File: src/rtl/tweak_rewind.sv
// -----------------------------------------------------------------------------
// tweak_rewind
//
// Walks an XTS-style tweak backwards. Given the tweak T_n of block n, the
// block presents T_n, T_(n-1), ..., T_0 on a valid/ready stream. Each step
// multiplies by x^-1 in GF(2^128) mod x^128 + x^7 + x^2 + x + 1. This undoes
// the usual tweak doubler exactly.
//
// Handshake: a transfer happens on a rising edge where tweak_valid=1 and
// tweak_ready=1. While tweak_valid=1 and no transfer happens, tweak_out and
// idx_out stay stable. tweak_valid never depends combinationally on
// tweak_ready.
//
// Ports
//   clk          : clock, all state updates on the rising edge
//   n_rst        : asynchronous active-low reset
//   load         : start a sequence (accepted only in IDLE)
//   tweak_in     : tweak T_n, captured on an accepted load
//   idx_in       : block index n, captured with tweak_in
//   abort        : synchronous cancel; wins over load and over the handshake
//   tweak_ready  : consumer accepts tweak_out
//   tweak_out    : current tweak T_idx
//   idx_out      : block index of tweak_out
//   tweak_valid  : tweak_out / idx_out are valid (registered)
//   busy         : 1 in RUN and DONE (registered)
//   done         : one-cycle pulse after T_0 has been accepted (registered)
//   state_dbg    : current FSM state encoding, for observation only
// -----------------------------------------------------------------------------
module tweak_rewind #(
    parameter int TW_W  = 128,
    parameter int IDX_W = 8
) (
    input  logic             clk,
    input  logic             n_rst,
    input  logic             load,
    input  logic [TW_W-1:0]  tweak_in,
    input  logic [IDX_W-1:0] idx_in,
    input  logic             abort,
    input  logic             tweak_ready,
    output logic [TW_W-1:0]  tweak_out,
    output logic [IDX_W-1:0] idx_out,
    output logic             tweak_valid,
    output logic             busy,
    output logic             done,
    output logic [1:0]       state_dbg
);

    typedef enum logic [1:0] {
        IDLE = 2'd0,
        RUN  = 2'd1,
        DONE = 2'd2
    } state_t;

    // The doubler folds a carried-out bit 127 back in as 0x87. Undoing that
    // for an odd tweak means shifting right, then restoring bit 127 and
    // removing 0x87 >> 1 = 0x43 from the low bits.
    localparam logic [TW_W-1:0] HALVE_FIX =
        (TW_W'(1) << (TW_W - 1)) | TW_W'(8'h43);

    function automatic logic [TW_W-1:0] halve(input logic [TW_W-1:0] t);
        logic [TW_W-1:0] r;
        r = t >> 1;
        if (t[0]) begin
            r = r ^ HALVE_FIX;
        end
        return r;
    endfunction

    state_t            state;
    state_t            state_nx;
    logic [TW_W-1:0]   tweak_nx;
    logic [IDX_W-1:0]  idx_nx;
    logic              handshake;

    assign handshake = tweak_valid & tweak_ready;
    assign state_dbg = state;

    // Next-state and datapath decisions.
    always_comb begin
        state_nx = state;
        tweak_nx = tweak_out;
        idx_nx   = idx_out;

        if (abort) begin
            // Data registers hold their last value; only control is cleared.
            state_nx = IDLE;
        end else begin
            case (state)
                IDLE: begin
                    if (load) begin
                        state_nx = RUN;
                        tweak_nx = tweak_in;
                        idx_nx   = idx_in;
                    end
                end
                RUN: begin
                    if (handshake) begin
                        if (idx_out == '0) begin
                            // T_0 consumed: finish, never wrap the index.
                            state_nx = DONE;
                        end else begin
                            tweak_nx = halve(tweak_out);
                            idx_nx   = idx_out - IDX_W'(1);
                        end
                    end
                end
                DONE: begin
                    // Loads arriving here are dropped, not queued.
                    state_nx = IDLE;
                end
                default: begin
                    state_nx = IDLE;
                end
            endcase
        end
    end

    // State, datapath and the registered status outputs. The status flags
    // are decoded from the next state so they line up with the state flop.
    always_ff @(posedge clk or negedge n_rst) begin
        if (!n_rst) begin
            state       <= IDLE;
            tweak_out   <= '0;
            idx_out     <= '0;
            tweak_valid <= 1'b0;
            busy        <= 1'b0;
            done        <= 1'b0;
        end else begin
            state       <= state_nx;
            tweak_out   <= tweak_nx;
            idx_out     <= idx_nx;
            tweak_valid <= (state_nx == RUN);
            busy        <= (state_nx != IDLE);
            done        <= (state_nx == DONE);
        end
    end

endmodule

File: config.mk
export PLATFORM = sky130hd
export DESIGN_NAME = tweak_rewind
export DESIGN_NICKNAME = d
export VERILOG_FILES = /design/src/rtl/tweak_rewind.sv
export SDC_FILE = /design/constraint.sdc
export NUM_CORES = 1
export LEC_CHECK = 0
export CORE_MARGIN = 3
export CORE_UTILIZATION = 43
export DETAILED_ROUTE_END_ITERATION = 6
export PLACE_DENSITY = 0.79
export SLEW_MARGIN = 20
export SYNTH_ARGS = -nofsm -noshare
export SYNTH_HDL_FRONTEND = slang
export SYNTH_SLANG_ARGS = --single-unit
export TNS_END_PERCENT = 10
File: constraint.sdc
create_clock -name clk -period 2.3 [get_ports clk]
set_input_delay 0.575 -clock clk [delete_from_list [all_inputs] [get_ports clk]]
set_output_delay 0.575 -clock clk [all_outputs]
set_load 0.05 [all_outputs]
## Yosys cells after proc, flatten, opt, wreduce, memory -nomap -nowiden

Cells that the tools add are included.

| word-level totals | value |
|---|---|
| output and inout bits | 141 |
| bits of input ports | 141 |
| word-level logic and storage cells | 35 |
| memories | 0 |
| latch bits | 0 |
| bits in writable memories | 0 |
| ROM bits | 0 |
| flip-flop bits (word level) | 141 |

| cells by class | value |
|---|---|
| $mul | 0 |
| add/sub/neg operators | 1 |
| order comparisons | 0 |
| bitwise logic cells | 3 |
| div/mod/pow operators | 0 |
| equal/unequal tests | 6 |
| mux-type cells | 14 |
| reduce and logical (&&, ||, !) cells | 5 |
| shift operators | 0 |

Operators with widths:

| operator | number |
|---|---|
| $mux W128 | 4 |
| $pmux W128 S2 | 1 |
| $mux W8 | 3 |
| $pmux W8 S2 | 1 |
| $logic_not A8 Y1 | 1 |
| $mux W2 | 4 |
| $sub A8 B1 Y8 const B | 1 |
| $ne A2 B2 Y1 const B | 3 |
| $reduce_and A5 Y1 | 1 |
| $eq A2 B1 Y1 const B | 2 |
| $not A3 Y4 | 1 |
| $pmux W2 S2 | 1 |
| $reduce_bool A2 Y1 | 2 |
| $eq A2 B2 Y1 const B | 1 |
| $logic_not A2 Y1 | 1 |
| $and A1 B1 Y1 | 1 |
| $not A1 Y1 | 1 |

## Logic depth before layout (Yosys ltp)

Gate-level depths: netlist of run 1.

| depth | value |
|---|---|
| word-level depth | 6 |
| depth in mapped cells | 9 |
| gate-level depth less buffers | 6 |

## Least setup slack after synthesis of run 1

Ideal clock, no wire load.

| path | value |
|---|---|
| kind | reg-to-reg |
| start point | reg idx_out[0] |
| end point | reg tweak_out[58] |
| path buffers | 2 |
| library setup time | 0.082 ns |
| data required time | 2.218 ns |
| cell stages (with the launch flop) | 9 |
| path slack | 0.003 ns |
| arrival | 2.215 ns |
| period minus slack after synthesis | 2.297 ns |
| cells stage by stage | dfrtp_1 inv_1 ha_1 nor4b_4 a2111oi_4 buf_2 clkbuf_1 nor3_1 a31oi_1 |

| on the way | value |
|---|---|
| cells in the longest elaborated chain, start to end | 3 |

RTL lines:

| element | RTL line | source |
|---|---|---|
| start: declaration | 41 | `output logic [IDX_W-1:0] idx_out,` |
| start signal: assignment | 131 | `idx_out <= idx_nx;` |
| $logic_not A8 Y1 | 98 | `if (idx_out == '0) begin` |
| $ne A2 B2 Y1 (no line) | n/a |  |
| $reduce_and A5 Y1 (no line) | n/a |  |
| end signal: assignment | 130 | `tweak_out <= tweak_nx;` |
| end: declaration | 40 | `output logic [TW_W-1:0] tweak_out,` |

Every way passes these cells.
A chain may end at the register's enable or synchronous reset.

## Worst setup path after layout of run 1

| path | value |
|---|---|
| start point | reg idx_out[5] |
| end point | out idx_out[5] |

No word-level cell between the ends.

==> reports/qor.yml, run 1 <==
clock_tree:
  cts_htree_levels: 4
  insertion_delay_ns: 0.42
  cts_tree: "yes"
  cts_made_buffers: 17
  clock_path_buffers: 2
  root_buffer: "clkbuf_16"
  path_clk_slew_ns: 0.06
  cts.sinks: 141
final_layout:
  num-fill-cells: 1190
  layout_common_cells: "clkdlybuf4s50_1 (273), nand2_1 (259), dfrtp_1 (141)"
  final_area_mm2: 0.0106
  regArea_mm2: 0.00353
  drive_gt1_share_pct: 7.40
  diodes: 0
  area_growth_syn_to_layout_pct: 56.8
  fin_cells: 1279
  multi_input_area_mm2: 0.00286
  nets: 1200
  postLayoutCoreUtil_pct: 69.2
  final_common_cell: "clkdlybuf4s50_1"
power:
  power_frac_clock_pct: 25.7
  p_sw_mw: 4.51
  p_per_area_mw_per_mm2: 1050
  p_int_mw: 6.54
  leakage_nw: 4.31
  ir_worst_vdd_v: 0.000576
  swShare_pct: 40.8
  p_total_mw: 11.0
  pwr-share-seq_pct: 32.1
  combPwrFrac_pct: 42.2
timing:
  fmax_ghz: 0.445
  setup_viol: 0
  slew_violations: 0
  max-slew-margin-rel_pct: 54.2
  post-route-period-util_pct: 97.8
  fin_tns_setup_ns: 0
  skew_ns: 0.00766
  rsz0062_at_grt: "no"
  tightestPinTransition_ns: 0.687
  hold_slack_ns: 0.121
  finalHoldViolCount: 0
  setup_ws_ns: 0.0514
  layout_min_cycle_time_ns: 2.25
synthesis:
  synth_top_cell_by_area: "dfrtp_1"
  ys_warn_count: 0
  async_reset_ff_share_pct: 100
  synth_fp_nets: 937
  mappedNetlistArea_mm2: 0.00673
  synth_top_area_share_pct: 52.4
  synth_cells: 794
  synth_edf_count: 0
  postSynthAreaPerCell_um2: 8.48
  synth_ff_type: "dfrtp_1"
  ys_ff_latch: 141
  synth.distinct_cells: 40
  synthTopCellsByArea: "dfrtp_1 (52%), nand2_1 (14%), a31oi_1 (12%)"
  synth-seq-area-share_pct: 52.4
critical_path:
  worst-path-buf-inv: 1
  end_kind: "output pin"
  cpMaxStageDelayCell: "clkdlybuf4s50_1"
  start_kind: "flip-flop"
  cp_data_arrival_time_ns: 1.67
  cp_data_required_time_ns: 1.73
  slowest_delay_ns: 0.86
  crit_type: "reg -> out"
  crit_chain: "clkdlybuf4s50_1"
  path_delay_family: "buffers and inverters"
  path_max_fanout: 4
floorplan:
  initial_core_util_pct: 44.1
  die-area_mm2: 0.0172
  num_rows: 45
  die_w_um: 131
  core_area_mm2: 0.0153
  die_y_um: 131
  ios: 282
run:
  max_cap_viol_count: 0
detailed_routing:
  routed_wl_um: 22400
  drcViolationCount: 0
  wl_per_cell_um: 17.5
  drt-initial-drc-count: 517
  vias: 7041
  drtPass1Iterations: 5
  ant_nets: 0
  drt-vias-per-instance: 5.51
placed_design:
  pre_cts_ws_ns: -0.105
  dp.cells: 1249
  place.gp.congestion: 0.855
  port_buffers: 281
  placedInstanceArea_mm2: 0.00995
  place_hpwl_um: 15400
global_route:
  grt_pass1_wl_um: 35600
  antenna_found_initial: 0
  overflow: 0
  grt_pass1_vias: 6640
  grt_usage_pct: 25.2
  grt_max_degree: 71
min_path:
  min_path_type: "in -> async"
run_status:
  outcome: "completed"
[cell families after synthesis]
kind of cell	after synthesis	synth area share [%]
XOR/XNOR	2	0.260
adder cells (fa/ha/maj)	2	0.372
multiplexers	1	0.149
buffers and inverters	80	5.46
AND/OR/NAND/NOR	416	26.6
flip-flops	141	52.4
AO/OA/AOI/OAI	152	14.7
[final timing paths]
path / slack, ns / to / start / cells past startpoint
worst max register to register: 0.27 / tweak_out[67] / idx_out[0] / 8
max in group asynchronous: 1.55 / tweak_valid / n_rst / 2
worst min register to register: 0.56 / tweak_out[36] / tweak_out[37] / 2
worst min-delay path: 0.12 / tweak_out[15] / n_rst / 1
worst max-delay path: 0.05 / idx_out[5] / idx_out[5] / 1
min in group clk: 0.56 / tweak_out[36] / tweak_out[37] / 2
[registers in the layout (all words and copies together) (netlist names)]
| name | cells |
|---|---|
| tweak_out | 128 |
| tweak_valid | 1 |
| state_dbg | 2 |
| done | 1 |
| idx_out | 8 |
| busy | 1 |
[what timing repair did]
| item | in CTS | in global routing |
|---|---|---|
| resized for setup | 3 | 0 |
| setup buffers | 0 | 0 |
| hold buffers | 0 | 0 |
| setup endpoints to repair | 3 | 0 |
| hold endpoints to repair | 0 | 0 |
[cells in the mapped netlist (all sizes together) (3+ instances only)]
library cell and instances:
nand2 259, dfrtp 141, nor3 131, a31oi 125
clkbuf 53, buf 23, nor2 11, a21oi 6
o21ai 5, a211oi 4, inv 4, a311oi 3
[area by class of cell]
class                      count  share of cell area [%]
timing repair buffer         320                    31.1
multi-input combinational    573                    27.1
sequential                   141                    33.4
clock inverter                 6                    1.02
inverter                       4                   0.142
tap                          211                    2.50
clock buffer                  24                    4.75
[power groups by stage]
stage | Clock (mW) | Sequential, mW | Combinational, mW
after floorplan | 0 | 5.43 | 0.984
after global placement | 0 | 3.56 | 4.63
after detailed placement | 0 | 3.57 | 4.68
after CTS | 2.88 | 3.54 | 4.68
after global routing | 2.99 | 3.63 | 4.89
final | 2.84 | 3.55 | 4.67
[per-layer routing]
layer	vias to the layer above	routed length (µm)	track usage, %
met1	3355	9260	32.9
met5	-	0	0
met3	43	2090	8.04
li1	3322	-	-
met4	0	628	9.57
met2	321	10400	39.4
Power figures use the tool's default switching activity.
==> inputs of run 2 (changes only) <==
--- a/config.mk
+++ b/config.mk
@@ -9,6 +9,7 @@
 export CORE_UTILIZATION = 43
 export DETAILED_ROUTE_END_ITERATION = 6
 export PLACE_DENSITY = 0.79
+export REMOVE_ABC_BUFFERS = 1
 export SLEW_MARGIN = 20
 export SYNTH_ARGS = -nofsm -noshare
 export SYNTH_HDL_FRONTEND = slang
==> reports/qor.yml, run 2 (synthesis results as in run 1) <==
run_status:
  outcome: "completed"  # unchanged
critical_path:
  r2r_start: "idx_out[0]"  # unchanged
  crit_chain: "clkdlybuf4s50_1"  # unchanged
  path_max_fanout: 3  # was 4
  cpMaxStageDelayCell: "clkdlybuf4s50_1"  # unchanged
  end_kind: "output pin"  # unchanged
  cp_data_arrival_time_ns: 1.68  # was 1.67 ns
  slowest_delay_ns: 0.85  # was 0.86 ns
  crit_type: "reg -> out"  # unchanged
  r2r_slack_ns: 0.18  # was 0.27 ns
  startpoint: "tweak_out[53]"  # was idx_out[5]
  worst-path-buf-inv: 1  # unchanged
  cp_data_required_time_ns: 1.73  # about the same
  path_delay_family: "buffers and inverters"  # unchanged
  start_kind: "flip-flop"  # unchanged
clock_tree:
  cts_tree: "yes"  # unchanged
  cts_htree_levels: 4  # unchanged
  root_buffer: "clkbuf_16"  # unchanged
  cts.sinks: 141  # unchanged
  cts_made_buffers: 17  # unchanged
  clock_path_buffers: 2  # unchanged
  insertion_delay_ns: 0.42  # about the same
  path_clk_slew_ns: 0.06  # about the same
  hold_buffers: 0  # unchanged
global_route:
  grt_pass1_vias: 6971  # was 6640
  grt_max_degree: 99  # was 71
  grt_pass1_wl_um: 36800  # was 35600 µm
  grt_usage_pct: 26.0  # was 25.2%
  antenna_found_initial: 0  # unchanged
  overflow: 0  # unchanged
final_layout:
  layout_common_cells: "clkdlybuf4s50_1 (273), nand2_1 (259), dfrtp_1 (141)"  # unchanged
  drive_gt1_share_pct: 7.81  # was 7.40%
  diodes: 0  # unchanged
  final_common_cell: "clkdlybuf4s50_1"  # unchanged
  area_growth_syn_to_layout_pct: 57.3  # was 56.8%
  nets: 1206  # was 1200
  fin_cells: 1287  # was 1279
  postLayoutCoreUtil_pct: 69.4  # was 69.2%
  final_area_mm2: 0.0106  # about the same
  largest_register_ffs: 128  # unchanged
  largest_register: "tweak_out"  # unchanged
power:
  ir_worst_vdd_v: 0.000595  # was 0.000576 V
  p_sw_mw: 4.58  # was 4.51 mW
  power_frac_clock_pct: 25.3  # was 25.7%
  pwr-share-seq_pct: 32.3  # was 32.1%
  leakage_nw: 4.36  # was 4.31 nW
  swShare_pct: 41.6  # was 40.8%
  p_int_mw: 6.44  # was 6.54 mW
  p_per_area_mw_per_mm2: 1040  # was 1050 mW/mm²
  combPwrFrac_pct: 42.4  # was 42.2%
floorplan:
  ios: 282  # unchanged
  die_y_um: 131  # unchanged
  die-area_mm2: 0.0172  # unchanged
  die_w_um: 131  # unchanged
  num_rows: 45  # unchanged
  core_area_mm2: 0.0153  # unchanged
  initial_core_util_pct: 44.1  # unchanged
run:
  max_cap_viol_count: 0  # unchanged
detailed_routing:
  ant_nets: 0  # unchanged
  vias: 7169  # was 7041
  routed_wl_um: 22700  # was 22400 µm
  drcViolationCount: 0  # unchanged
  drtPass1Iterations: 7  # was 5
  drt-initial-drc-count: 553  # was 517
  wl_per_cell_um: 17.7  # was 17.5 µm
  drt-vias-per-instance: 5.57  # was 5.51
placed_design:
  port_buffers: 281  # unchanged
  placedInstanceArea_mm2: 0.00998  # was 0.00995 mm²
  pre_cts_ws_ns: -0.0733  # was -0.105 ns
  dp.cells: 1255  # was 1249
  place.gp.congestion: 0.912  # was 0.855
  place_hpwl_um: 16000  # was 15400 µm
timing:
  setup_ws_ns: 0.0445  # was 0.0514 ns
  fin_tns_setup_ns: 0  # unchanged
  slew_violations: 0  # unchanged
  rsz0062_at_grt: "no"  # unchanged
  post-route-period-util_pct: 98.1  # was 97.8%
  setup_viol: 0  # unchanged
  finalHoldViolCount: 0  # unchanged
  max-slew-margin-rel_pct: 62.1  # was 54.2%
  tightestPinTransition_ns: 0.566  # was 0.687 ns
  layout_min_cycle_time_ns: 2.26  # was 2.25 ns
  skew_ns: 0.00916  # was 0.00766 ns
  fmax_ghz: 0.443  # was 0.445 GHz
min_path:
  min_path_type: "in -> async"  # unchanged
## run 2: repair_timing
action                     in CTS  in global routing
gates resized for setup         4                  3
setup buffers                   0                  0
setup endpoints to repair       4                  3
## run 2: layer usage
layer	track usage [%]	vias up	wire length, µm
met5	0	-	0
met2	40.9	357	10500
met4	11.6	0	818
met1	33.7	3420	9320
met3	7.35	52	2100
li1	-	3340	-
## run 2: layout make-up
type | instances | area, µm²
Clock buffer | 23 | 498
Clock inverter | 9 | 109
Fill cell | 1202 | 4670
Inverter | 4 | 15.0
Multi-Input combinational cell | 573 | 2860
Sequential cell | 141 | 3530
Tap cell | 211 | 264
Timing Repair Buffer | 326 | 3320
## run 2: per-stage QoR
step | total power, mW | hold WS (ns)
6_report | 11.0 | 0.106
3_3_place_gp | 8.21 | 0.548
3_5_place_dp | 8.27 | 0.556
2_1_floorplan | 6.43 | 0.279
4_1_cts | 11.1 | 0.119
5_1_grt | 11.5 | 0.133
## run 2: worst paths after layout
kind                                       to  depth (start not counted)
worst max-delay path            tweak_out[53]                          1
worst min-delay path               idx_out[7]                          1
worst max register to register     idx_out[3]                          8
worst min register to register   tweak_out[4]                          2
max in group asynchronous       tweak_out[68]                          2
min in group clk                 tweak_out[4]                          2
## run 2: power groups by stage
stage	Clock [mW]	Combinational [mW]	Sequential, mW
after floorplan	0	0.999	5.43
after global placement	0	4.64	3.57
after detailed placement	0	4.69	3.58
after CTS	2.82	4.70	3.56
after global routing	2.92	4.91	3.64
final	2.79	4.68	3.56
==> RTL edit 1, RTL diff (config.mk and constraints of run 2) <==
Register the output `state_dbg` once more, without a reset; this adds one clock of latency there. The other outputs are not delayed to match.
--- a/src/rtl/tweak_rewind.sv
+++ b/src/rtl/tweak_rewind.sv
@@ -73,7 +73,9 @@
     logic              handshake;
 
     assign handshake = tweak_valid & tweak_ready;
-    assign state_dbg = state;
+    always_ff @(posedge clk) begin
+        state_dbg <= state;
+    end
 
     // Next-state and datapath decisions.
     always_comb begin
Check against the original RTL: not equivalent (Yosys sat finds a counterexample within 4 cycles, from zero or initial values and one cycle with n_rst low).
==> RTL edit 1 against run 2 <==
- sequential cell count is 2 higher
- worst setup slack worse by 12 ps
- design area is 0.11% higher
- non-clock buffer count is 8 lower
- utilization is 0.18 points lower
- cell count is 0.39% lower
- power is 1.6% higher
- synthesized cell count is 0.25% higher
- die area is 0.67% higher
- synthesized area is 0.71% higher
- routed wire length is 1.3% higher
- critical path type unchanged
==> RTL edit 1: results (changes against run 2) <==
- Global routing met2 resource utilization: 43.0% (was 40.9%)
- Synth warnings: 0 (unchanged)
- Largest regs: tweak_out (128), idx_out (8)
- Crit path arrival time: 1690 ps
- Reg2reg path depth: 8 (unchanged)
- Fillcell total: 1216 (was 1202)
- Async SR Flop Fraction: 98.6% (was 100%)
- Initial antenna violation count: 1 (was 0)
- TritonCTS buffer count: 17 (unchanged)
- Cell family with most CP delay: buffers and inverters (unchanged)
- Reg2reg setup slack: 200 ps (was 180 ps)
- Post-Syn Area per Cell: 8.52 um^2 (was 8.48 um^2)
- CTS H-tree lvls: 4 (unchanged)
- Setup bufs post-CTS: 0 (unchanged)
- Clock Tree Buf Depth: 2 (unchanged)
- Netlist cell types: 41 (was 40)
- Drt pass-1 iters: 7 (unchanged)
- First-pass GRT wire length: 37.4 mm (was 36.8 mm)
- Nets: 1200 (was 1206)
- Static leakage: 0.00432 uW (was 0.00436 uW)
- Clk Latency, worst-skew pair: 410 ps
- Max FO, Critical Path: 3 (unchanged)
- Placed cell area: 9970 um^2 (was 9980 um^2)
- Post-Route WL: 23.0 mm (was 22.7 mm)
- Largest net degree at the start of global routing: 74 (was 99)
- GP Congestion: 0.871 (was 0.912)
- Worst hold-check path type: in2async (unchanged)
- PortBufs: 281 (unchanged)
- Post-synthesis sequential area ratio: 52.6% (was 52.4%)
- Layout cells sized above 1: 7.29% (was 7.81%)
- HPWL after DPL: 15.7 mm (was 16.0 mm)
- Status: finished clean (unchanged)
- Worst vdd ir: 0.629 mV (was 0.595 mV)
- Synth top cells by count: nand2_1 (259), dfrtp_1 (141), nor3_1 (131) (unchanged)
- Leading area contributor after synthesis: dfrtp_1 (unchanged)
- Clock Pin Slew Worst Setup and Hold Paths: 60 ps (about the same)
- Relative slew slack: 61.9% (was 62.1%)
- Top post-synthesis cells by area: dfrtp_1 (52%), nand2_1 (14%), a31oi_1 (12%) (unchanged)
- DR DRC count: 0 (unchanged)
- Slowest CP cell: clkdlybuf4s50_1 (unchanged)
- Met3 Use GR: 7.43% (was 7.35%)
- Vias in the first global route: 7043 (was 6971)
- GR met1 Demand/Resource: 33.7% (about the same)
- All-Layer GR Usage: 26.2% (was 26.0%)
- Vias per inst: 5.61 (was 5.57)
- Most common cell in the netlist: nand2_1 (unchanged)
- DR iter-0 viols: 557 (was 553)
- Worst-case clock skew: 8.22 ps (was 9.16 ps)
- Vias: 7193 (was 7169)
- CTS root buf: clkbuf_16 (unchanged)
- Crit path largest cell delay: 840 ps
## RTL edit 1: cell types whose count changed in the layout (fill, tap and decap cells not counted), sizes merged
cell	run 2	this run
buf	46	39
bufinv	2	4
clkbuf	23	18
clkdlybuf4s50	273	274
clkinv	3	6
dfxtp	0	2
diode	0	1
dlymetal6s2s	3	1
## RTL edit 1: repair_timing
item                                    in CTS  in global routing
hold buffers                                 0                  0
endpoints found under the hold margin        0                  0
resized for setup                            4                  1
endpoints found under the setup margin       4                  1
## RTL edit 1: power breakdown
| group | switching [uW] | total (uW) | internal [uW] | leakage (uW) |
|---|---|---|---|---|
| Sequential | 524 | 3590 | 3070 | 0.00159 |
| Clock | 1090 | 2930 | 1840 | 0.000298 |
| Combinational | 3010 | 4670 | 1660 | 0.00243 |
| Total | 4630 | 11200 | 6570 | 0.00432 |
## RTL edit 1: worst paths after layout
| path | start | endpoint |
|---|---|---|
| worst max-delay path | tweak_out[123] | tweak_out[123] |
| worst min-delay path | n_rst | done |
| worst max register to register | idx_out[0] | tweak_out[36] |
| worst min register to register | state[1] | state_dbg[1] |
| max in group asynchronous | n_rst | tweak_out[51] |
| min in group clk | state[1] | state_dbg[1] |
## RTL edit 1: stage by stage
stage               total power, uW  setup TNS [ps]  hold slack [ps]  util, %  setup WS, ps
floorplan                      6470        -1174040              279        -         -8720
global placement               8230           -7090              473     65.1         -89.8
detailed placement             8310          -13070              475     65.1          -183
CTS                           11300               0              139     69.2          14.8
global route                  11700               0              155     69.2        0.0759
finish                        11200               0              127     69.2          32.3
## RTL edit 1: layer usage
| metal | vias up | wire, um |
|---|---|---|
| li1 | 3331 | - |
| met1 | 3437 | 9240 |
| met2 | 384 | 11200 |
| met3 | 41 | 2000 |
| met4 | 0 | 553 |
| met5 | - | 0 |
## RTL edit 1: cell type report
| cell class | instances | area, um^2 | share of cell area, % |
|---|---|---|---|
| Tap cell | 211 | 264 | 2.49 |
| Antenna cell | 1 | 2.50 | 0.0236 |
| Inverter | 4 | 15.0 | 0.142 |
| Clock buffer | 18 | 439 | 4.14 |
| Sequential cell | 143 | 3570 | 33.7 |
| Timing Repair Buffer | 318 | 3260 | 30.8 |
| Clock inverter | 14 | 191 | 1.81 |
| Multi-Input combinational cell | 573 | 2860 | 27.0 |
## RTL edit 1: kinds of logic after synthesis
kind of cell | count (synthesis) | synth area share [%]
AO/OA/AOI/OAI | 152 | 14.6
XOR/XNOR | 2 | 0.258
adder cells (fa/ha/maj) | 2 | 0.369
buffers and inverters | 80 | 5.54
flip-flops | 143 | 52.6
multiplexers | 1 | 0.148
AND/OR/NAND/NOR | 416 | 26.4
==> RTL edit 2, RTL diff (settings of run 2) <==
Made on the original files. `IDX_W`: 8 -> 6.
--- a/src/rtl/tweak_rewind.sv
+++ b/src/rtl/tweak_rewind.sv
@@ -28,7 +28,7 @@
 // -----------------------------------------------------------------------------
 module tweak_rewind #(
     parameter int TW_W  = 128,
-    parameter int IDX_W = 8
+    parameter int IDX_W = 6
 ) (
     input  logic             clk,
     input  logic             n_rst,
Interface: changed (resized idx_in and idx_out); port bits go from 282 to 278. No check against the original RTL was run, so the function may have changed too.
==> RTL edit 2 against run 2 <==
- non-clock buffer count decreased by 27
- synthesized area increased by 3.1%
- combinational power increased by 17%
- largest cell class unchanged
- design area increased by 0.65%
- routed wire length decreased by 15%
- largest power group unchanged
- worst setup slack improved by 5.2 ps
- register-to-register slack about the same
- sequential power increased by 4%
- power increased by 9.5%
- fmax increased by 0.23%
- count of clock-buffer cells in the layout decreased by 2
- die area increased by 3.0%
- sequential cell count decreased by 2
==> RTL edit 2: results (changes against run 2) <==
- Nets: 1161 (was 1206)
- Vias in the first global route: 6120 (was 6971)
- Fillcell total: 1198 (was 1202)
- Worst hold-check path type: in2async (unchanged)
- Worst vdd ir: 0.821 mV (was 0.595 mV)
- Vias: 6191 (was 7169)
- Relative slew slack: 58.6% (was 62.1%)
- Routed len/inst: 15.5 um (was 17.7 um)
- Synth top cells by count: nand2_1 (380), dfrtp_1 (139), mux2_2 (74) (was nand2_1 (259), dfrtp_1 (141), nor3_1 (131))
- CTS root buf: clkbuf_16 (unchanged)
- N_diodes: 0 (unchanged)
- DR iter-0 viols: 239 (was 553)
- Slowest CP cell: clkdlybuf4s50_1 (unchanged)
- First-pass GRT wire length: 30.9 mm (was 36.8 mm)
- Drt pass-1 iters: 4 (was 7)
- Post-Synth XOR/XNOR Area: 0.252% (was 0.260%)
- Fin Hold WS: 70.1 ps (was 106 ps)
- PortBufs: 277 (was 281)
- Cell family with most CP delay: buffers and inverters (unchanged)
- Placed cell area: 10000 um^2 (was 9980 um^2)
- Async SR Flop Fraction: 100% (unchanged)
- Worst-case clock skew: 7.25 ps (was 9.16 ps)
- Clk Latency, worst-skew pair: 410 ps
- Crit path arrival time: 1680 ps (about the same)
- Post-synthesis sequential area ratio: 50.1% (was 52.4%)
- Top FF cell, synth: dfrtp_1 (unchanged)
- Status: finished clean (unchanged)
- All-Layer GR Usage: 21.5% (was 26.0%)
- Synth Area in Adders: 0.360% (was 0.372%)
- Static leakage: 0.00504 uW (was 0.00436 uW)
- Max reg flops: 128 (unchanged)
- Clock Tree Buf Depth: 2 (unchanged)
- Layout cells sized above 1: 13.0% (was 7.81%)
- HPWL after DPL: 13.6 mm (was 16.0 mm)
- Top post-synthesis cells by area: dfrtp_1 (50%), nand2_1 (21%), mux2_2 (12%) (was dfrtp_1 (52%), nand2_1 (14%), a31oi_1 (12%))
- Post-synthesis mux area share: 20.7% (was 0.149%)
- Netlist cell types: 35 (was 40)
- Max FO, Critical Path: 4 (was 3)
- TritonCTS buffer count: 17 (unchanged)
- Crit path largest cell delay: 840 ps
- Compound-cell area share of the yosys netlist: 3.05% (was 14.7%)
- GP Congestion: 0.803 (was 0.912)
- Largest net degree at the start of global routing: 145 (was 99)
[RTL edit 2: final cells by class]
class	instances	area [um^2]	area share (%)
sequential	139	3480	32.6
multi-input combinational	560	3240	30.4
timing repair buffer	299	3030	28.4
clock buffer	21	470	4.41
tap	211	264	2.48
clock inverter	11	166	1.56
inverter	3	11.3	0.106
[RTL edit 2: path summary, 6_finish.rpt]
kind	endpoint	startpoint	cells past startpoint
setup / recovery	tweak_out[1]	tweak_out[1]	1
hold / removal	tweak_out[94]	n_rst	1
hold reg to reg	tweak_out[53]	tweak_out[53]	1
min in group clk	tweak_out[53]	tweak_out[53]	1
setup reg to reg	tweak_out[32]	idx_out[0]	7
max in group asynchronous	tweak_out[10]	n_rst	2
[RTL edit 2: per-stage QoR]
step	cells	power [uW]	worst slack [ps]	TNS (ps)
after detailed placement	1212	9230	-32.2	-258
after global routing	1244	12600	1.07	0
final	1244	12100	49.6	0
after floorplan	702	7140	-5300	-703600
after CTS	1244	12200	4.88	0
after global placement	1212	9160	13.6	0
[RTL edit 2: repair_timing]
action | CTS | global route
setup endpoints to repair | 3 | 3
pin swaps | 0 | 0
cloned | 0 | 0
resized for setup | 3 | 3
[RTL edit 2: kinds of logic (layout without fill, tap and decap cells)]
family	after synthesis	in the layout
simple gates	398	398
flops	139	139
mux	128	128
buf+inv	48	334
compound gates	30	30
fa+ha+maj	2	2
xor+xnor	2	2
[RTL edit 2: per-layer routing]
layer | vias up | track usage [%] | routed length [um]
met2 | 203 | 36.1 | 9480
met3 | 31 | 8.06 | 1660
met1 | 2994 | 25.7 | 7740
met5 | - | 0 | 0
li1 | 2963 | - | -
met4 | 0 | 6.99 | 404
[RTL edit 2: report_power, final]
group	total, uW	switching, uW	internal (uW)
sequential	3690	560	3130
combinational	5470	3460	2020
clock	2910	1010	1900
total	12100	5030	7040
